### config.mk
export PLATFORM = sky130hd
export DESIGN_NAME = muldiv_sequencer_flat
export DESIGN_NICKNAME = d
export VERILOG_FILES = /design/src/rtl/muldiv_sequencer_pkg.sv /design/src/rtl/muldiv_sequencer_if.sv /design/src/rtl/muldiv_step.sv /design/src/rtl/muldiv_sequencer.sv /design/src/flat_wrapper.sv
export SDC_FILE = /design/constraint.sdc
export NUM_CORES = 1
export LEC_CHECK = 0
export CORE_ASPECT_RATIO = 0.9
export CORE_MARGIN = 2
export CORE_UTILIZATION = 40
export CTS_BUF_LIST = sky130_fd_sc_hd__clkbuf_4 sky130_fd_sc_hd__clkbuf_8
export DETAILED_ROUTE_END_ITERATION = 12
export SKIP_CTS_REPAIR_TIMING = 1
export SYNTH_ARGS = -nofsm -noshare
export SYNTH_HDL_FRONTEND = slang
export SYNTH_SLANG_ARGS = --single-unit
### constraint.sdc
create_clock -name clk -period 15.3 [get_ports clk]
set_input_delay 3.06 -clock clk [delete_from_list [all_inputs] [get_ports clk]]
set_output_delay 3.06 -clock clk [all_outputs]
set_load 0.005 [all_outputs]
### src/rtl/muldiv_sequencer_pkg.sv
// Shared definitions for the iterative RV32M multiply/divide unit.
//   md_op_e    : funct3 encodings of the M-extension ops
//   md_state_e : sequencer FSM states
//   MD_XLEN    : operand/result width (also the iteration count)
package muldiv_pkg;

    localparam int MD_XLEN = 32;

    typedef enum logic [2:0] {
        MD_MUL    = 3'b000,
        MD_MULH   = 3'b001,
        MD_MULHSU = 3'b010,
        MD_MULHU  = 3'b011,
        MD_DIV    = 3'b100,
        MD_DIVU   = 3'b101,
        MD_REM    = 3'b110,
        MD_REMU   = 3'b111
    } md_op_e;

    typedef enum logic [1:0] {
        IDLE = 2'd0,
        CALC = 2'd1,
        DONE = 2'd2
    } md_state_e;

endpackage

### src/rtl/muldiv_sequencer_if.sv
// Request/response bundle between the EX stage (master) and the mul/div unit (slave).
//   start_i  : launch an op; only looked at while the unit is IDLE
//   funct3_i : M-extension op select
//   op_a_i   : rs1 operand, op_b_i : rs2 operand
//   flush_i  : abort any in-flight op
//   busy_o   : stall request, high in CALC and DONE
//   done_o   : one-cycle pulse, result_o valid in that cycle
//   result_o : result, held until the next accepted start
//   state_o  : current FSM state, for debug/observation
// Handshake: a request is accepted on a rising edge where start_i=1, flush_i=0
// and busy_o=0; the response is the single cycle with done_o=1. There is no
// back-pressure on the response side.
interface muldiv_if
    import muldiv_pkg::*;
#(
    parameter int XLEN = MD_XLEN
);
    logic            start_i;
    logic [2:0]      funct3_i;
    logic [XLEN-1:0] op_a_i;
    logic [XLEN-1:0] op_b_i;
    logic            flush_i;
    logic            busy_o;
    logic            done_o;
    logic [XLEN-1:0] result_o;
    md_state_e       state_o;

    modport master (
        output start_i, funct3_i, op_a_i, op_b_i, flush_i,
        input  busy_o, done_o, result_o, state_o
    );

    modport slave (
        input  start_i, funct3_i, op_a_i, op_b_i, flush_i,
        output busy_o, done_o, result_o, state_o
    );
endinterface

### src/rtl/muldiv_step.sv
// One radix-2 iteration of the mul/div datapath, purely combinational.
//   is_div  : 0 = shift-add multiply step, 1 = restoring divide step
//   hi, lo  : accumulator halves (mul: {product_hi, multiplier/product_lo},
//             div: {remainder, dividend/quotient})
//   operand : multiplicand (mul) or divisor (div), unsigned magnitude
//   nxt_hi, nxt_lo : accumulator after this iteration
module muldiv_step #(
    parameter int XLEN = 32
) (
    input  logic            is_div,
    input  logic [XLEN-1:0] hi,
    input  logic [XLEN-1:0] lo,
    input  logic [XLEN-1:0] operand,
    output logic [XLEN-1:0] nxt_hi,
    output logic [XLEN-1:0] nxt_lo
);
    logic [XLEN:0] sum;
    logic [XLEN:0] shifted_rem;
    logic [XLEN:0] diff;

    always_comb begin
        // Multiply: add multiplicand when the multiplier LSB is set; the carry
        // out becomes the new MSB of hi once everything shifts right by one.
        sum = {1'b0, hi} + (lo[0] ? {1'b0, operand} : '0);

        // Divide: remainder is always below the divisor, so the shifted value
        // fits in XLEN+1 bits and diff[XLEN] is a clean borrow flag.
        shifted_rem = {hi, lo[XLEN-1]};
        diff        = shifted_rem - {1'b0, operand};

        if (is_div) begin
            if (!diff[XLEN]) begin
                nxt_hi = diff[XLEN-1:0];
                nxt_lo = {lo[XLEN-2:0], 1'b1};
            end else begin
                nxt_hi = shifted_rem[XLEN-1:0];
                nxt_lo = {lo[XLEN-2:0], 1'b0};
            end
        end else begin
            nxt_hi = sum[XLEN:1];
            nxt_lo = {sum[0], lo[XLEN-1:1]};
        end
    end
endmodule

### src/rtl/muldiv_sequencer.sv
// Iterative RV32M multiply/divide unit with its sequencing FSM.
// Operands are reduced to unsigned magnitudes on accept, XLEN radix-2
// iterations run in CALC, and the sign fix plus result select happen on the
// edge that enters DONE. Divide-by-zero and signed overflow skip CALC.
//   clk, rst_n : clock, asynchronous active-low reset
//   bus        : muldiv_if slave modport (request, stall, result, debug state)
module muldiv_sequencer
    import muldiv_pkg::*;
#(
    parameter int XLEN = MD_XLEN
) (
    input  logic       clk,
    input  logic       rst_n,
    muldiv_if.slave    bus
);
    localparam int CW = $clog2(XLEN + 1);

    md_state_e       state;
    md_op_e          op;
    logic [XLEN-1:0] acc_hi;
    logic [XLEN-1:0] acc_lo;
    logic [XLEN-1:0] operand;
    logic [CW-1:0]   count;
    logic            neg_res;
    logic            neg_rem;
    logic [XLEN-1:0] result;
    logic            busy;
    logic            done;

    // Accept-side decode
    md_op_e          op_in;
    logic            a_signed, b_signed, a_neg, b_neg;
    logic [XLEN-1:0] a_mag, b_mag;
    logic            div_zero, div_ovf, is_div_in, is_rem_in;
    logic [XLEN-1:0] fast_result;

    always_comb begin
        op_in     = md_op_e'(bus.funct3_i);
        is_div_in = bus.funct3_i[2];
        is_rem_in = bus.funct3_i[1];
        a_signed  = 1'b1;
        b_signed  = 1'b1;
        case (op_in)
            MD_MULHSU:                  b_signed = 1'b0;
            MD_MULHU, MD_DIVU, MD_REMU: begin
                a_signed = 1'b0;
                b_signed = 1'b0;
            end
            default: ;
        endcase
        a_neg = a_signed & bus.op_a_i[XLEN-1];
        b_neg = b_signed & bus.op_b_i[XLEN-1];
        // The most negative value negates to itself, which as an unsigned
        // magnitude is exactly right.
        a_mag = a_neg ? -bus.op_a_i : bus.op_a_i;
        b_mag = b_neg ? -bus.op_b_i : bus.op_b_i;

        div_zero = is_div_in && (bus.op_b_i == '0);
        div_ovf  = (op_in == MD_DIV || op_in == MD_REM)
                && (bus.op_a_i == {1'b1, {(XLEN-1){1'b0}}})
                && (bus.op_b_i == '1);

        fast_result = '0;
        if (div_zero)
            fast_result = is_rem_in ? bus.op_a_i : '1;
        else if (div_ovf)
            fast_result = is_rem_in ? '0 : bus.op_a_i;
    end

    // Datapath iteration
    logic [XLEN-1:0] nxt_hi, nxt_lo;

    muldiv_step #(.XLEN(XLEN)) u_step (
        .is_div  (op[2]),
        .hi      (acc_hi),
        .lo      (acc_lo),
        .operand (operand),
        .nxt_hi  (nxt_hi),
        .nxt_lo  (nxt_lo)
    );

    // Sign fix and result select, applied to the last iteration's output so
    // the result is registered on the same edge that enters DONE.
    logic [2*XLEN-1:0] product, prod_fix;
    logic [XLEN-1:0]   quot_fix, rem_fix, fix_result;

    always_comb begin
        product  = {nxt_hi, nxt_lo};
        prod_fix = neg_res ? -product : product;
        quot_fix = neg_res ? -nxt_lo : nxt_lo;
        rem_fix  = neg_rem ? -nxt_hi : nxt_hi;
        case (op)
            MD_MUL:                       fix_result = prod_fix[XLEN-1:0];
            MD_MULH, MD_MULHSU, MD_MULHU: fix_result = prod_fix[2*XLEN-1:XLEN];
            MD_DIV, MD_DIVU:              fix_result = quot_fix;
            default:                      fix_result = rem_fix;
        endcase
    end

    // Sequencer FSM
    always_ff @(posedge clk or negedge rst_n) begin
        if (!rst_n) begin
            state   <= IDLE;
            op      <= MD_MUL;
            acc_hi  <= '0;
            acc_lo  <= '0;
            operand <= '0;
            count   <= '0;
            neg_res <= 1'b0;
            neg_rem <= 1'b0;
            result  <= '0;
            busy    <= 1'b0;
            done    <= 1'b0;
        end else begin
            case (state)
                IDLE: begin
                    done <= 1'b0;
                    busy <= 1'b0;
                    // Flush has priority over a simultaneous start.
                    if (bus.start_i && !bus.flush_i) begin
                        op      <= op_in;
                        neg_res <= a_neg ^ b_neg;
                        neg_rem <= a_neg;
                        busy    <= 1'b1;
                        if (div_zero || div_ovf) begin
                            result <= fast_result;
                            done   <= 1'b1;
                            state  <= DONE;
                        end else begin
                            acc_hi  <= '0;
                            acc_lo  <= is_div_in ? a_mag : b_mag;
                            operand <= is_div_in ? b_mag : a_mag;
                            count   <= CW'(XLEN);
                            state   <= CALC;
                        end
                    end
                end
                CALC: begin
                    if (bus.flush_i) begin
                        busy  <= 1'b0;
                        state <= IDLE;
                    end else begin
                        acc_hi <= nxt_hi;
                        acc_lo <= nxt_lo;
                        count  <= count - 1'b1;
                        if (count == CW'(1)) begin
                            result <= fix_result;
                            done   <= 1'b1;
                            state  <= DONE;
                        end
                    end
                end
                DONE: begin
                    // Single-cycle state; a start seen here is dropped and a
                    // flush here lands in IDLE just the same.
                    done  <= 1'b0;
                    busy  <= 1'b0;
                    state <= IDLE;
                end
                default: begin
                    done  <= 1'b0;
                    busy  <= 1'b0;
                    state <= IDLE;
                end
            endcase
        end
    end

    assign bus.busy_o   = busy;
    assign bus.done_o   = done;
    assign bus.result_o = result;
    assign bus.state_o  = state;
endmodule

### src/flat_wrapper.sv
// flat-port wrapper written by rule: the top's interface ports become plain ports
module muldiv_sequencer_flat import muldiv_pkg::*;
#(
    parameter int XLEN = MD_XLEN
)
  (clk, rst_n, bus_start_i, bus_funct3_i, bus_op_a_i, bus_op_b_i, bus_flush_i, bus_busy_o, bus_done_o, bus_result_o, bus_state_o);
  muldiv_if #(.XLEN(XLEN)) bus_i ();
  input  logic clk;
  input  logic rst_n;
  input wire logic [$bits(bus_i.start_i)-1:0] bus_start_i;
  input wire logic [$bits(bus_i.funct3_i)-1:0] bus_funct3_i;
  input wire logic [$bits(bus_i.op_a_i)-1:0] bus_op_a_i;
  input wire logic [$bits(bus_i.op_b_i)-1:0] bus_op_b_i;
  input wire logic [$bits(bus_i.flush_i)-1:0] bus_flush_i;
  output wire logic [$bits(bus_i.busy_o)-1:0] bus_busy_o;
  output wire logic [$bits(bus_i.done_o)-1:0] bus_done_o;
  output wire logic [$bits(bus_i.result_o)-1:0] bus_result_o;
  output wire logic [$bits(bus_i.state_o)-1:0] bus_state_o;
  assign bus_i.start_i = bus_start_i;
  assign bus_i.funct3_i = bus_funct3_i;
  assign bus_i.op_a_i = bus_op_a_i;
  assign bus_i.op_b_i = bus_op_b_i;
  assign bus_i.flush_i = bus_flush_i;
  assign bus_busy_o = bus_i.busy_o;
  assign bus_done_o = bus_i.done_o;
  assign bus_result_o = bus_i.result_o;
  assign bus_state_o = bus_i.state_o;
  muldiv_sequencer #(.XLEN(XLEN)) u_core (.clk(clk), .rst_n(rst_n), .bus(bus_i));
endmodule
==> flow_metrics.tcl <==
set metrics [dict create \
    start_util 0.406 \
    gp_congestion 0.977 \
    skew_ps 21.1 \
    ant_nets 0 \
    grt_max_degree 103 \
    dp.cells 2709 \
    hp-class "register to register" \
    cp.depth 17 \
    grt_overflow 0 \
    cts_root_buf "clkbuf_8" \
    dp_slack_ps 7450 \
    drtIter0Drc 1982 \
    ir_drop_mv 0.182 \
    wl_um 64600 \
    cts_sinks 143 \
    drv_cap 0 \
    area_growth_pct 11.1 \
    synth_seq_cells 143 \
    reg2regPathDepth 24 \
    p_leak_nw 7.09 \
    h-tree-depth 4 \
    ioPinCount 107 \
    cp-startpoint "bus_op_a_i[0]" \
    required_ps 15690 \
    yosysUniqueCellTypes 94 \
    cp-end-kind "register" \
    syn_area_per_cell_um2 7.35 \
    status "complete, no violations" \
    grt_pass1_wl_um 97900 \
    worst_pin_slew_ps 1170 \
    drc 0 \
    die_h_um 194 \
    synthCells 2178 \
    grt_antenna_before_repair 1 \
    worst_hold_startpoint "u_core.bus.result_o[9]$_DFFE_PN0P_" \
    slew_viol_final 0 \
    coreArea_um2 39500 \
    maxSlewHeadroom 0.213 \
    r2r_slack_ps 7980 \
    synth.area.mux_share 0.0371 \
    portBuffers 106 \
    synth_flop_cell "dfrtp_1" \
    final.min_clock_period_ps 7570 \
    power_density_nw_per_um2 207 \
    tns_ps 0 \
    hpwl_um 50400 \
    synth_compound_area_frac 0.303 \
    ys_warn_count 0 \
    via_per_inst 6.24 \
    design_power_total_mw 3.69 \
    synth_top_family_by_area "compound AO/OA/AOI/OAI gates" \
    reg2reg_to "u_core.bus.result_o[24]$_DFFE_PN0P_" \
    hold_violations 0 \
    async_flop_share 1.00 \
    synth-simple-area-share 0.223 \
    crit_slowest_cell "inv_1" \
    vias 17112 \
    slowest_delay_ps 720 \
    r2r_start "u_core.acc_lo[31]$_DFFE_PN0P_" \
    drive_above_1_share 0.0462 \
    die_area_um2 41600 \
    worst-setup-path-type "primary input to register" \
    clock.fmax_mhz 132 \
    layout_common_cells "nand2_1, o21ai_0, a21oi_1" \
    rsz0062_at_grt "no" \
    stdcell_count 2741 \
    drt_first_pass_iters 8 \
    clkSlewWorstSetupHoldPaths_ps 100 \
    endpoint "u_core.bus.result_o[25]$_DFFE_PN0P_" \
    critPathArrivalTime_ps 7960 \
    hold-worst-slack_ps 492 \
    dieWidth_um 215 \
    clk_latency_ps 480 \
    cp_common_cell "nand2_1" \
    placed_area_um2 17400 \
    cts_tree "built" \
    crit_family "simple AND/OR/NAND/NOR gates" \
    grt.total_usage 0.304 \
    syn_nets 2322 \
    layout_setup_ws_ps 7730 \
    yosys.area_share.adder 0.0580 \
    period_share 0.495 \
    fin_nets 2340 \
    crit_path_max_fanout 36 \
    wl_per_cell_um 23.6 \
    setup_viol 0 \
    insertedDiodeCount 0 \
    synth_area_um2 16000 \
    synth_edf_count 0 \
    synth-xor-area-share 0.104 \
    crit_buf_inv 4 \
    seq_area_frac_synth 0.224 \
    design_area_um2 17800 \
    cts_buffer_depth 2 \
    grt_pass1_vias 15720 \
    startpoint_type "primary input" \
    cts_made_buffers 17 \
    rows 69 \
    utilization 0.450 \
    path_cells "clkdlybuf4s50_1, inv_1, ha_1, nand2_1, nor3_1, nand2_1, nor2_1, nand4_1, and2_1, o31ai_1, nand2_1, buf_4, inv_1, nand2_1, a21oi_1, o21ai_0, o21ai_0" \
    final_common_cell "nand2_1" \
]
-- worst reg2reg max path: cells and delay by family (launching register included) --
family          cells  cell delay, ps
compound gates      9            2770
xor+xnor            1             200
flops               1             480
simple gates        4            1440
mux                 2             530
fa+ha+maj           3             840
buf+inv             5             950
-- metal layers --
| layer | global-route usage | up-vias | share of wire |
|---|---|---|---|
| met5 | 0 | - | 0 |
| met3 | 0.0450 | 82 | 0.080 |
| met1 | 0.437 | 8291 | 0.45 |
| met4 | 0.109 | 0 | 0.035 |
| met2 | 0.461 | 735 | 0.43 |
| li1 | - | 8004 | - |
-- where the power goes --
part | switching (mW) | internal (mW) | leakage (nW)
Clock | 0.180 | 0.120 | 0.184
Combinational | 1.69 | 0.998 | 5.08
Sequential | 0.195 | 0.502 | 1.83
-- synth_stat cells (8+ instances only) --
| cell | instances | area (µm²) |
|---|---|---|
| o21ai_1 | 14 | 70.1 |
| a22o_1 | 20 | 175 |
| nor3_1 | 61 | 305 |
| nand4_1 | 30 | 188 |
| a2111oi_0 | 16 | 140 |
| dfrtp_1 | 143 | 3580 |
| xor2_1 | 70 | 613 |
| o21ai_0 | 233 | 1170 |
| or3_1 | 22 | 138 |
| clkbuf_1 | 93 | 349 |
| buf_2 | 12 | 60.1 |
| o211ai_1 | 18 | 135 |
| o22ai_1 | 10 | 62.6 |
| o31ai_1 | 39 | 293 |
| inv_1 | 74 | 278 |
| a21oi_1 | 201 | 1010 |
| a221oi_1 | 10 | 87.6 |
| a21o_1 | 20 | 150 |
| nand3_1 | 32 | 160 |
| buf_1 | 17 | 63.8 |
| o41ai_1 | 8 | 70.1 |
| o221ai_1 | 17 | 149 |
| ha_1 | 71 | 888 |
| or2_2 | 8 | 50.1 |
| mux2i_1 | 48 | 480 |
| xnor2_1 | 120 | 1050 |
| o21a_1 | 18 | 135 |
| nor2b_1 | 9 | 56.3 |
| a211oi_1 | 22 | 165 |
| mux2_2 | 9 | 101 |
| a211o_1 | 13 | 114 |
| nand2b_1 | 26 | 163 |
| nor2_1 | 197 | 739 |
| a31oi_1 | 23 | 144 |
| and3_1 | 20 | 125 |
| and2_1 | 43 | 269 |
| nand2_1 | 240 | 901 |
| nor4_1 | 19 | 119 |
-- sequential cells by signal, indices dropped and copies added (netlist names) --
register and count:
u_core.bus.done_o 1, u_core.op 3, u_core.acc_lo 32, u_core.bus.busy_o 1, u_core.bus.state_o 2, u_core.operand 32
u_core.acc_hi 32, u_core.bus.result_o 32, u_core.neg_rem 1, u_core.neg_res 1, u_core.count 6
-- logic make-up (layout without fill, tap and decap cells) --
family	Yosys count	count (layout)
AOI/OAI and AO/OA	761	761
and+or+nand+nor	748	748
buffers and inverters	205	236
xor gates and xnor gates	190	190
DFF	143	143
adders and majority gates	73	73
muxes	58	58
-- how the worst min path moves through the flow --
stage	end	slack [ps]	cells after the start
2_1_floorplan	u_core.bus.result_o[9]$_DFFE_PN0P_	460	2
3_3_place_gp	u_core.bus.result_o[9]$_DFFE_PN0P_	460	2
3_5_place_dp	u_core.bus.result_o[9]$_DFFE_PN0P_	470	2
4_1_cts	u_core.bus.result_o[9]$_DFFE_PN0P_	490	2
5_1_grt	u_core.bus.result_o[9]$_DFFE_PN0P_	510	2
6_report	u_core.bus.result_o[9]$_DFFE_PN0P_	490	2
-- layout make-up --
cell class                      count  area (µm²)
Clock inverter                     14         124
Clock buffer                       18         241
Tap cell                          532         666
Timing Repair Buffer              129        1230
Multi-Input combinational cell   1830       11600
Inverter                           75         282
Fill cell                        4078       21700
Sequential cell                   143        3580
No activity file was read; power rests on OpenSTA's default activity.
